File: src/rtl/reset_event_sequencer.sv
`default_nettype none
// ============================================================================
// reset_event_sequencer: power-up release and run-time re-sequencing of the
// proc1/rs232 domain resets, with watchdog, cause and count recording.
// Revision: 1.0
// ============================================================================
module reset_event_sequencer #(
    parameter int HOLD_CYCLES = 16,
    parameter int RS232_GAP   = 64,
    parameter int PROC_GAP    = 16,
    parameter int WDT_TIMEOUT = 1048575
) (
    input  logic       clk,
    input  logic       reset,
    input  logic       locked_proc1,
    input  logic       locked_rs232,
    input  logic       dbg_reset_req,
    input  logic       sw_reset_req,
    input  logic       wdt_enable,
    input  logic       wdt_kick,
    output logic       reset_rs232,
    output logic       reset_proc1,
    output logic       running,
    output logic [2:0] reset_cause,
    output logic [7:0] reset_count
);

    localparam int              c_cnt_w     = 16;
    localparam logic [c_cnt_w-1:0] c_rs_last   = c_cnt_w'(RS232_GAP - 1);
    localparam logic [c_cnt_w-1:0] c_proc_last = c_cnt_w'(PROC_GAP - 1);
    localparam logic [c_cnt_w-1:0] c_hold_last = c_cnt_w'(HOLD_CYCLES - 1);
    localparam logic [19:0]     c_wdt_max   = 20'(WDT_TIMEOUT);

    localparam logic [2:0] c_cause_por  = 3'b001;
    localparam logic [2:0] c_cause_lock = 3'b010;
    localparam logic [2:0] c_cause_dbg  = 3'b011;
    localparam logic [2:0] c_cause_wdt  = 3'b100;
    localparam logic [2:0] c_cause_sw   = 3'b101;

    typedef enum logic [2:0] {
        S_WAIT_LOCKED = 3'd0,
        S_COUNT_RS232 = 3'd1,
        S_COUNT_PROC  = 3'd2,
        S_RUNNING     = 3'd3,
        S_HOLD_ALL    = 3'd4,
        S_HOLD_PROC   = 3'd5
    } state_t;

    state_t               state_q, state_d;
    logic [c_cnt_w-1:0]   cnt_q, cnt_d;
    logic [19:0]          wdt_q, wdt_d;
    logic                 rs232_q, rs232_d;
    logic                 proc1_q, proc1_d;
    logic                 running_q, running_d;
    logic [2:0]           cause_q, cause_d;
    logic [7:0]           count_q, count_d;

    logic                 w_lock_ok;
    logic                 w_wdt_expired;
    logic [7:0]           w_count_inc;

    assign w_lock_ok     = locked_proc1 & locked_rs232;
    assign w_count_inc   = (count_q == 8'hFF) ? count_q : count_q + 8'd1;
    // A kick in the expiry cycle wins, so expiry requires no kick.
    assign w_wdt_expired = wdt_enable && !wdt_kick && (wdt_q == c_wdt_max);

    always_comb begin
        state_d   = state_q;
        cnt_d     = cnt_q + c_cnt_w'(1);
        wdt_d     = '0;
        rs232_d   = rs232_q;
        proc1_d   = proc1_q;
        running_d = running_q;
        cause_d   = cause_q;
        count_d   = count_q;
        case (state_q)
            S_WAIT_LOCKED: begin
                rs232_d = 1'b1;
                proc1_d = 1'b1;
                cnt_d   = '0;
                if (w_lock_ok) state_d = S_COUNT_RS232;
            end
            S_COUNT_RS232, S_COUNT_PROC: begin
                if (!w_lock_ok) begin
                    rs232_d = 1'b1;
                    proc1_d = 1'b1;
                    cnt_d   = '0;
                    cause_d = c_cause_lock;
                    count_d = w_count_inc;
                    state_d = S_WAIT_LOCKED;
                end else if (state_q == S_COUNT_RS232 && cnt_q == c_rs_last) begin
                    rs232_d = 1'b0;
                    cnt_d   = '0;
                    state_d = S_COUNT_PROC;
                end else if (state_q == S_COUNT_PROC && cnt_q == c_proc_last) begin
                    proc1_d   = 1'b0;
                    running_d = 1'b1;
                    cnt_d     = '0;
                    state_d   = S_RUNNING;
                end
            end
            S_RUNNING: begin
                cnt_d = '0;
                if (wdt_enable)
                    wdt_d = wdt_kick ? 20'd0 : ((wdt_q == c_wdt_max) ? wdt_q : wdt_q + 20'd1);
                if (!w_lock_ok || dbg_reset_req) begin
                    rs232_d = 1'b1;
                    proc1_d = 1'b1;
                    cause_d = !w_lock_ok ? c_cause_lock : c_cause_dbg;
                    state_d = S_HOLD_ALL;
                end else if (w_wdt_expired || sw_reset_req) begin
                    proc1_d = 1'b1;
                    cause_d = w_wdt_expired ? c_cause_wdt : c_cause_sw;
                    state_d = S_HOLD_PROC;
                end
                if (state_d != S_RUNNING) begin
                    wdt_d     = '0;
                    running_d = 1'b0;
                    count_d   = w_count_inc;
                end
            end
            S_HOLD_ALL: begin
                if (cnt_q == c_hold_last) begin
                    cnt_d   = '0;
                    state_d = S_WAIT_LOCKED;
                end
            end
            S_HOLD_PROC: begin
                if (!w_lock_ok) begin
                    rs232_d = 1'b1;
                    cnt_d   = '0;
                    cause_d = c_cause_lock;
                    count_d = w_count_inc;
                    state_d = S_HOLD_ALL;
                end else if (cnt_q == c_hold_last) begin
                    proc1_d   = 1'b0;
                    running_d = 1'b1;
                    cnt_d     = '0;
                    state_d   = S_RUNNING;
                end
            end
            default: begin
                cnt_d   = '0;
                state_d = S_WAIT_LOCKED;
            end
        endcase
    end

    always_ff @(posedge clk) begin
        if (reset) begin
            state_q   <= S_WAIT_LOCKED;
            cnt_q     <= '0;
            wdt_q     <= '0;
            rs232_q   <= 1'b1;
            proc1_q   <= 1'b1;
            running_q <= 1'b0;
            cause_q   <= c_cause_por;
            count_q   <= '0;
        end else begin
            state_q   <= state_d;
            cnt_q     <= cnt_d;
            wdt_q     <= wdt_d;
            rs232_q   <= rs232_d;
            proc1_q   <= proc1_d;
            running_q <= running_d;
            cause_q   <= cause_d;
            count_q   <= count_d;
        end
    end

    assign reset_rs232 = rs232_q;
    assign reset_proc1 = proc1_q;
    assign running     = running_q;
    assign reset_cause = cause_q;
    assign reset_count = count_q;

endmodule
`default_nettype wire

File: config.mk
export PLATFORM = sky130hd
export DESIGN_NAME = reset_event_sequencer
export DESIGN_NICKNAME = d
export VERILOG_FILES = /design/src/rtl/reset_event_sequencer.sv
export SDC_FILE = /design/constraint.sdc
export NUM_CORES = 1
export LEC_CHECK = 0
export ABC_AREA = 0
export CAP_MARGIN = 20
export CORE_UTILIZATION = 38
export CTS_BUF_LIST = sky130_fd_sc_hd__clkbuf_4
export CTS_CLUSTER_DIAMETER = 80
export DETAILED_ROUTE_END_ITERATION = 6
export PLACE_DENSITY = 0.57
export SYNTH_ARGS = -nofsm -noshare
export SYNTH_HDL_FRONTEND = slang
export SYNTH_SLANG_ARGS = --single-unit
File: constraint.sdc
create_clock -name clk -period 2.6 [get_ports clk]
set_input_delay 0.39 -clock clk [delete_from_list [all_inputs] [get_ports clk]]
set_output_delay 0.39 -clock clk [all_outputs]
set_load 0.1 [all_outputs]
# Word level (Yosys, flattened, before mapping)
# Cells that the tools add are included.
# totals
reg_bits,53
output_inout_bits,14
# classes
n_addsub,3
eq_ne,27
muxes,47
n_bitwise,3
reduce_logical,21
# op_table
op,count
$mux 16,5
$pmux 16 s3,1
$mux 3,13
$mux 8,3
$ne 2x2->1 const B,11
$add 20x1->20 const B,1
$eq 20x20->1 const B,1
$mux 1,19
$add 16x1->16 const B,1
$eq 16x4->1 const B,1
$eq 16x6->1 const B,1
$pmux 8 s2,1
$ne 3x3->1 const B,5
$pmux 3 s5,1
$add 8x1->8 const B,1
$eq 8x8->1 const B,1
$pmux 1 s4,2
$reduce_and 4->1,2
$reduce_and 7->1,1
$eq 3x2->1 const B,2
$eq 3x3->1 const B,2
$pmux 3 s2,1
$reduce_and 3->1,2
$reduce_and 6->1,1
other kinds (16),22

# Depth between registers and ports, before layout
# Gate-level depths: netlist of run 1.
# logic_depth
ltp_word,10
depth_mapped,7
mapped_depth_nobuf,6

# Least setup slack after synthesis of run 1
# Ideal clock, no wire load.
# synth_timing
kind,register to register
start,"register count_q[0], in the netlist reset_count[0]"
end,"register count_q[5], in the netlist reset_count[5]"
setup_time_ns,0.071
arrival_ns,2.513
required_ns,2.529
slack_ns,0.016
stages_incl_launch_ff,7
synth_period_minus_slack_ns,2.584
path_cell_list,dfxtp_1 ha_1 and3_1 a32o_1 or3_1 or4_1 a21oi_1
# synth_between
elab_chain_cells,4
# synth_rtl
element,line_no,source
"start, declared",56,"logic [7:0] count_q, count_d;"
"start signal, assigned",167,count_q <= count_d;
$add 8x1->8 / $eq 8x8->1 (equally long branches),63,assign w_count_inc = (count_q == 8'hFF) ? count_q : count_q + 8'd1;
$mux 8 *,63,
$mux 8 (on tied branches),"84, 129, 116",
$pmux 8 s2 *,76,case (state_q)
# Mark *: on every way between the ends. The rest lies on a longest branch, timed or not. The select of a mux whose other input is x is not followed.
# A chain may end at the register's enable or synchronous reset.

# Worst setup path after layout of run 1
# layout_timing
start,register cnt_q[8]
end,register state_q[2]
# layout_between
elab_chain_cells,5
# layout_rtl
element,line_no,source
"start, declared",50,"logic [c_cnt_w-1:0] cnt_q, cnt_d;"
"start signal, assigned",161,cnt_q <= cnt_d;
$eq 16x6->1,91,end else if (state_q == S_COUNT_RS232 && cnt_q == c_rs_last) begin
$logic_and 1x1->1,91,
$mux 3,91,
$mux 3,84,if (!w_lock_ok) begin
$pmux 3 s5,76,
"end signal, assigned",160,state_q <= state_d;
"end, declared",49,"state_t state_q, state_d;"
# Parallel ways exist; a longest one is shown, timed or not.

==> results.py, run 1 <==
metrics = {
    "routing": {
        "dr.pass1.iters": 4,
        "drt_iter0_drc": 112,
        "drt-total-wl_um": 6140,
        "drc": 0,
        "via_per_inst": 5.49,
        "routedWlPerCell_um": 13.4,
        "vias": 2511,
        "ant_nets": 0,
    },
    "finish": {
        "drive_gt1_share_pct": 13.7,
        "insertedDiodeCount": 0,
        "fin_nets": 368,
        "area_growth_pct": 13.6,
        "final_cell_area_um2": 3210,
    },
    "floorplan": {
        "dieArea_um2": 7780,
        "core-area_um2": 7210,
        "pin_count": 22,
        "rows": 31,
        "initial_core_util_pct": 39.1,
        "die_y_um": 88.2,
        "die_w_um": 88.2,
    },
    "synthesis": {
        "synth.distinct_cells": 60,
        "avgSynthCellArea_um2": 8.56,
        "ys_top_cells_by_area": "dfxtp_1, xor2_1, nor2_1, a21oi_1, nor3_1",
        "synth_top_area_share_pct": 37.6,
        "yosysWarningCount": 0,
        "yosysTopAreaCell": "dfxtp_1",
        "synthTopCellsByCount": "dfxtp_1, nor2_1, xor2_1",
        "syn-cell-area_um2": 2820,
        "synth_nets": 341,
        "ys_seq_elements": 53,
        "ys_seq_area_share_pct": 37.6,
        "synth_most_common_cell": "dfxtp_1",
        "netlist_instances": 330,
        "synth_edf_count": 0,
        "async_reset_ff_share_pct": 0,
        "synth_ff_type": "dfxtp_1",
    },
    "timing": {
        "final_hold_viol_count": 0,
        "fin_tns_setup_ps": 0,
        "fmax_mhz": 443,
        "tightestPinTransition_ps": 708,
        "setup_violations": 0,
        "period_share_pct": 86.8,
        "final_max_slew_viol_count": 0,
        "relSlewSlack_pct": 52.5,
        "finClkSkew_ps": 20.8,
        "period_minus_slack_ps": 2260,
        "rsz0062_at_grt": "false",
    },
    "clocking": {
        "tritoncts": "built",
        "cts_buffers": 5,
        "post_cts_resized": 0,
        "post_cts_buffers": 0,
        "htreeDepth": 2,
        "clock_path_buffers": 2,
        "ctsHoldBuffers": 0,
        "clk_latency_ps": 380,
        "cts-root-buf": "clkbuf_4",
        "clock-sinks": 53,
        "path_clk_slew_ps": 160,
    },
    "critical_path": {
        "crit_type": "flop to flop",
        "arrival_ps": 2530,
        "cp-start-kind": "flop",
        "crit_path_frequent_cell": "or4_4",
        "critPathMaxStageDelay_ps": 540,
        "cp.required_ps": 2880,
        "ff2ff_setup_slack_ps": 340,
        "cp_slowest_cell": "or4_4",
        "path_cells": "or4_4 -> or4_4 -> or4_1 -> o21ai_1 -> a21oi_1",
        "cp-end-kind": "flop",
        "worst-path-max-fanout": 4,
    },
    "power": {
        "powerDensity_nw_per_um2": 446,
        "p_leak_nw": 1.11,
        "ir_drop_mv": 0.245,
    },
    "place": {
        "gp_congestion": 0.857,
        "port-buffer-count": 21,
        "hpwl_um": 4430,
        "dpl-instance-area_um2": 3130,
    },
    "grt": {
        "grt_overflow": 0,
        "grt_pass1_wl_um": 10300,
        "grtUsageTotal_pct": 16.8,
        "first_global_vias": 2204,
        "antenna_found_initial": 0,
        "grt_max_degree": 35,
    },
    "outcome": {
        "status": "complete, no violations",
    },
    "run": {
        "cap_violations": 0,
    },
    "worst_hold_path": {
        "hold_class": "flop to flop",
    },
}
[registers in the layout, summed over array words and instances (netlist names)]
register / flops
reset_rs232: 1
reset_cause: 3
wdt_q: 20
state_q: 3
cnt_q: 16
running: 1
reset_count: 8
reset_proc1: 1
[routing by layer]
layer  share of wire [%]  vias to the layer above  GRT usage [%]
li1                    -                     1281              -
met1                  50                     1192           22.4
met2                  45                       32           27.0
met3                 3.6                        6           3.96
met4                 1.3                        0           4.84
met5                   0                        -              0
[layout make-up]
class	instances	area, um2
Clock buffer	6	45.0
Tap cell	99	124
Clock inverter	2	38.8
Inverter	8	30.0
Sequential cell	53	1060
Timing Repair Buffer	34	273
Multi-Input combinational cell	255	1640
Fill cell	741	4010
[where the power goes]
part           internal [W]  switching (W)
combinational     0.0000419      0.0000863
sequential         0.000820     0.00000662
clock              0.000216       0.000262
[critical path, delay by kind of cell (launching register included)]
kind | cells | cell delay [ps]
and+or+nand+nor | 3 | 1540
AOI/OAI and AO/OA | 2 | 240
DFF | 1 | 380
[path summary, 6_finish.rpt]
kind	startpoint	endpoint	cells past startpoint
min reg2reg	wdt_q[0]$_SDFFE_PP0P_	wdt_q[0]$_SDFFE_PP0P_	1
max	cnt_q[8]$_SDFF_PP0_	state_q[2]$_SDFFE_PP0P_	5
min	wdt_q[0]$_SDFFE_PP0P_	wdt_q[0]$_SDFFE_PP0P_	1
max reg2reg	cnt_q[8]$_SDFF_PP0_	state_q[2]$_SDFFE_PP0P_	5
[kinds of logic after synthesis]
group / after synthesis / share of synthesized area, %
muxes: 4 / 1.51
buffers and inverters: 22 / 4.43
adders and majority gates: 3 / 1.33
DFF: 53 / 37.6
xor gates and xnor gates: 27 / 8.37
and+or+nand+nor: 153 / 30.8
AOI/OAI and AO/OA: 68 / 16.0
[placed cells by master (no fill, tap or decap), drive strengths merged, types with 6 or more instances in the layout]
master and count:
nand2 21, and4 6, nand4 9, inv 8, clkbuf 6, and3 9
a21oi 20, clkdlybuf4s50 7, nor2b 6, nor3 19, or4 10, xor2 23
o21ai 17, dfxtp 53, nand3 16, buf 27, nor4 6, nor2 27
[per-stage QoR]
stage	total power, W	std cells	setup slack, ps	util (%)	hold slack (ps)
2_1_floorplan	0.000936	330	16.4	-	413
3_3_place_gp	0.000972	449	240	43.3	422
3_5_place_dp	0.000972	449	179	43.3	431
4_1_cts	0.00146	457	325	44.5	451
5_1_grt	0.00150	457	248	44.5	477
6_report	0.00143	457	342	44.5	446
Power figures use the tool's default switching activity.
==> run 2: changes to the inputs <==
CORE_ASPECT_RATIO = 0.7   (was default)
==> run 2 against run 1 <==
  * Total power decreased by 6.2%
  * Final cell count decreased by 1.1%
  * Sequential power about the same
  * Sequential share of layout area increased by 0.33 points
  * Die area about the same
  * Sequential cell count unchanged
  * Largest power group unchanged
  * Non-clock buffer count unchanged
  * Worst setup slack got worse by 58 ps
  * Combinational power about the same
  * Critical path depth unchanged
  * Fmax decreased by 2.5%
  * Wire length increased by 3.3%
==> results.py, run 2 (same netlist as run 1, synthesis figures left out) <==
metrics = {
    "outcome": {
        "status": "complete, no violations",
    },
    "timing": {
        "rsz0062_at_grt": "false",
        "relSlewSlack_pct": 55.0,
        "tightestPinTransition_ps": 671,
        "setup_violations": 0,
        "fmax_mhz": 432,
        "period_share_pct": 89.1,
        "final_hold_viol_count": 0,
        "final_max_slew_viol_count": 0,
        "period_minus_slack_ps": 2320,
        "worst_hold_slack_ps": 463,
        "finClkSkew_ps": 8.31,
        "fin_tns_setup_ps": 0,
    },
    "critical_path": {
        "arrival_ps": 2600,
        "cp-end-kind": "flop",
        "worst-path-max-fanout": 4,
        "ff2ff_path_depth": 5,
        "cp.required_ps": 2880,
        "cp-endpoint": "state_q[0]$_SDFFE_PP0P_",
        "critPathLaunch": "cnt_q[9]$_SDFF_PP0_",
        "reg2reg_from": "cnt_q[9]$_SDFF_PP0_",
        "ff2ff_setup_slack_ps": 280,
        "crit_type": "flop to flop",
        "cp-start-kind": "flop",
        "rr_endpoint": "state_q[0]$_SDFFE_PP0P_",
    },
    "power": {
        "ir_drop_mv": 0.166,
        "p_sw_w": 0.000360,
        "internal_power_w": 0.000982,
        "pwr-share-seq_pct": 61.5,
        "p_comb_share_pct": 9.7,
        "switching_share_pct": 26.8,
        "powerDensity_nw_per_um2": 422,
        "clkPwrFrac_pct": 28.8,
        "p_leak_nw": 1.10,
        "total_power_w": 0.00134,
    },
    "grt": {
        "first_global_vias": 2137,
        "grt_overflow": 0,
        "antenna_found_initial": 0,
        "grt_pass1_wl_um": 10700,
        "grt_max_degree": 20,
        "grtUsageTotal_pct": 17.3,
    },
    "routing": {
        "ant_nets": 0,
        "via_per_inst": 5.40,
        "drt-total-wl_um": 6350,
        "drt_iter0_drc": 201,
        "dr.pass1.iters": 4,
        "top_layer": "met4",
        "vias": 2441,
        "drc": 0,
        "routedWlPerCell_um": 14.0,
        "met3_length_um": 347,
        "m1WireLength_um": 3710,
        "wl_met2_um": 2240,
    },
    "clocking": {
        "clock-sinks": 53,
        "ctsHoldBuffers": 0,
        "path_clk_slew_ps": 160,
        "clk_latency_ps": 370,
        "cts_buffers": 5,
        "clock_path_buffers": 2,
        "post_cts_resized": 0,
        "tritoncts": "built",
        "post_cts_buffers": 0,
        "htreeDepth": 2,
        "cts-root-buf": "clkbuf_4",
    },
    "floorplan": {
        "initial_core_util_pct": 40.5,
        "pin_count": 22,
        "die_y_um": 74.1,
        "rows": 25,
        "dieArea_um2": 7790,
        "core-area_um2": 6980,
        "die_w_um": 105,
    },
    "place": {
        "gp_congestion": 0.896,
        "numPlacedInstances": 444,
        "port-buffer-count": 21,
        "hpwl_um": 4790,
    },
    "worst_hold_path": {
        "worstHoldStart": "wdt_q[0]$_SDFFE_PP0P_",
        "hold_class": "flop to flop",
    },
    "finish": {
        "drive_gt1_share_pct": 13.7,
        "insertedDiodeCount": 0,
        "seqCellArea_um2": 1060,
        "largest-register": "wdt_q",
        "fillers": 711,
        "stdcell_count": 452,
        "mostFrequentLayoutCells": "dfxtp_1, nor2_1, buf_4",
        "mostFrequentLayoutCell": "dfxtp_1",
        "fin_nets": 368,
        "area_growth_pct": 12.5,
        "multi_input_area_um2": 1640,
        "largest_register_ffs": 20,
    },
    "run": {
        "cap_violations": 0,
    },
}
run 2: metal layers:
layer | vias to the layer above | track usage, %
li1 | 1277 | -
met1 | 1101 | 28.0
met2 | 58 | 22.7
met3 | 5 | 3.07
met4 | 0 | 4.23
met5 | - | 0
run 2: worst min path at each step:
stage / endpoint / cells past startpoint / slack (ps)
after detailed placement: wdt_q[0]$_SDFFE_PP0P_ / 1 / 430
after global placement: wdt_q[0]$_SDFFE_PP0P_ / 1 / 430
after CTS: wdt_q[0]$_SDFFE_PP0P_ / 1 / 460
after global routing: wdt_q[0]$_SDFFE_PP0P_ / 1 / 490
after floorplan: wdt_q[0]$_SDFFE_PP0P_ / 1 / 410
final: wdt_q[0]$_SDFFE_PP0P_ / 1 / 460
run 2: per-stage QoR:
step | setup WS [ps] | cell area [um2] | utilization, %
2_1_floorplan | 16.4 | 2820 | -
3_3_place_gp | 247 | 3120 | 44.7
3_5_place_dp | 233 | 3120 | 44.7
4_1_cts | 292 | 3180 | 45.6
5_1_grt | 164 | 3180 | 45.6
6_report | 285 | 3180 | 45.6
run 2: cell type report:
type / instances / area share, %
Inverter: 8 / 0.945
Clock buffer: 6 / 1.42
Timing Repair Buffer: 34 / 8.58
Tap cell: 94 / 3.70
Clock inverter: 2 / 0.433
Sequential cell: 53 / 33.4
Multi-Input combinational cell: 255 / 51.5
run 2: worst max-delay path, stage by stage (launching register included):
cell	delay [ps]
dfxtp_1	360
or4_4	570
or4_4	520
nor4_2	370
a21oi_1	180
o221a_1	230
run 2: power by group through the flow:
stage	registers (W)	clock network (W)	logic, W
2_1_floorplan	0.000880	0	0.0000555
3_3_place_gp	0.000843	0	0.000131
3_5_place_dp	0.000843	0	0.000130
4_1_cts	0.000826	0.000405	0.000130
5_1_grt	0.000827	0.000430	0.000141
6_report	0.000826	0.000386	0.000131
==> run 3: changes to the inputs <==
DONT_BUFFER_PORTS = 1   (was default)
PLACE_DENSITY = 0.53   (was 0.57)
==> run 3 against run 2 <==
  * Clock power down 2%
  * Via count is 0.33% higher
  * Critical path depth unchanged
  * Final cell count is 3.3% lower
  * First-iteration DRC count fell by 32%
  * Largest power group unchanged
==> results.py, run 3 (same netlist as run 1, synthesis figures left out) <==
metrics = {
    "place": {
        "gp_congestion": 0.818,
        "hpwl_um": 4860,
        "numPlacedInstances": 428,
        "port-buffer-count": 0,
        "dpl-instance-area_um2": 2980,
    },
    "critical_path": {
        "crit_path_frequent_cell": "or4_4",
        "cp_slowest_cell": "or4_4",
        "worst-path-max-fanout": 4,
        "ff2ff_setup_slack_ps": 360,
        "worst-path-buf-inv": 0,
        "critPathMaxStageDelay_ps": 550,
        "arrival_ps": 2550,
        "cp-end-kind": "flop",
        "cp-start-kind": "flop",
        "path_cells": "or4_4 -> or4_4 -> nor4_2 -> a21oi_1 -> o221a_1",
        "cp.required_ps": 2910,
        "cpLargestDelayFamily": "simple AND/OR/NAND/NOR gates",
        "crit_type": "flop to flop",
    },
    "timing": {
        "finClkSkew_ps": 8.00,
        "final_hold_viol_count": 0,
        "tightestPinTransition_ps": 972,
        "fin_tns_setup_ps": 0,
        "rsz0062_at_grt": "false",
        "fmax_mhz": 446,
        "setup_violations": 0,
        "relSlewSlack_pct": 35.1,
        "period_share_pct": 86.1,
        "period_minus_slack_ps": 2240,
        "final_max_slew_viol_count": 0,
    },
    "clocking": {
        "cts-root-buf": "clkbuf_4",
        "cts_buffers": 5,
        "tritoncts": "built",
        "path_clk_slew_ps": 150,
        "htreeDepth": 2,
        "clock_path_buffers": 2,
        "clk_latency_ps": 390,
        "clock-sinks": 53,
    },
    "finish": {
        "largest_register_ffs": 20,
        "mostFrequentLayoutCell": "dfxtp_1",
        "stdcell_count": 437,
        "seqCellArea_um2": 1060,
        "mostFrequentLayoutCells": "dfxtp_1, nor2_1, xor2_1",
        "area_growth_pct": 7.89,
        "largest-register": "wdt_q",
        "insertedDiodeCount": 0,
        "fin_nets": 353,
        "final_cell_area_um2": 3050,
        "fillers": 712,
        "multi_input_area_um2": 1640,
        "drive_gt1_share_pct": 11.4,
    },
    "worst_hold_path": {
        "hold_class": "input pin to flop",
    },
    "routing": {
        "routedWlPerCell_um": 15.3,
        "dr.pass1.iters": 4,
        "vias": 2449,
        "drt-total-wl_um": 6670,
        "drt_iter0_drc": 136,
        "drc": 0,
        "via_per_inst": 5.60,
        "ant_nets": 0,
    },
    "power": {
        "ir_drop_mv": 0.187,
        "p_leak_nw": 1.03,
        "powerDensity_nw_per_um2": 428,
    },
    "floorplan": {
        "dieArea_um2": 7790,
        "core-area_um2": 6980,
        "die_w_um": 105,
        "pin_count": 22,
        "die_y_um": 74.1,
        "rows": 25,
        "initial_core_util_pct": 40.5,
    },
    "grt": {
        "grt_overflow": 0,
        "grt_max_degree": 36,
        "grt_pass1_wl_um": 11200,
        "first_global_vias": 2228,
        "antenna_found_initial": 0,
        "grtUsageTotal_pct": 18.6,
    },
    "run": {
        "cap_violations": 0,
    },
    "outcome": {
        "status": "complete, no violations",
    },
}
## run 3: cell types whose count changed in the layout (fill, tap and decap cells not counted), sizes merged
cell / delta
buf: -9
clkbuf: -1
clkdlybuf4s50: -7
clkinv: +2
dlygate4sd3: +1
inv: -1
## run 3: worst register-to-register path: cells and delay by family (launching register included)
kind,cells,cell delay (ps)
simple gates,3,1410
compound gates,2,390
flops,1,360
## run 3: area by class of cell
| class | count | share of cell area [%] |
|---|---|---|
| inverters | 8 | 0.986 |
| clock buffers | 5 | 1.23 |
| repair buffers | 19 | 4.76 |
| flip-flops and latches | 53 | 34.8 |
| well taps | 94 | 3.86 |
| multi-input cells | 255 | 53.8 |
| clock inverters | 3 | 0.575 |
## run 3: power by group
part / switching [W] / leakage, nW / internal [W]
logic: 0.0000615 / 0.569 / 0.0000276
registers: 0.0000182 / 0.428 / 0.000820
clock network: 0.000275 / 0.0326 / 0.000103
total: 0.000355 / 1.03 / 0.000951
## run 3: routing by layer
layer | vias up | wire [um] | global-route usage [%]
li1 | 1246 | - | -
met1 | 1136 | 3640 | 27.5
met2 | 59 | 2460 | 25.2
met5 | - | 0 | 0
met4 | 0 | 78 | 6.10
met3 | 8 | 487 | 5.70
## run 3: worst paths after layout
| kind | cells after the start | start | to |
|---|---|---|---|
| worst max-delay path | 5 | cnt_q[9]$_SDFF_PP0_ | state_q[0]$_SDFFE_PP0P_ |
| worst min-delay path | 1 | reset | reset_count[3]$_SDFFE_PP0P_ |
| worst max register to register | 5 | cnt_q[9]$_SDFF_PP0_ | state_q[0]$_SDFFE_PP0P_ |
| worst min register to register | 1 | wdt_q[0]$_SDFFE_PP0P_ | wdt_q[0]$_SDFFE_PP0P_ |
## run 3: stage by stage
stage	hold slack, ps	total power, W	setup slack, ps	util, %
after floorplan	413	0.000936	16.4	-
after global placement	432	0.000943	367	42.7
after detailed placement	440	0.000943	387	42.7
after CTS	14.9	0.00133	347	43.5
after global routing	0.605	0.00137	212	43.7
final	45.1	0.00131	360	43.7
## run 3: timing repair
action / in CTS / in global routing
resized for setup: 0 / 0
hold endpoints to repair: 0 / 1
hold buffers: 0 / 1
buffers inserted: 0 / 0
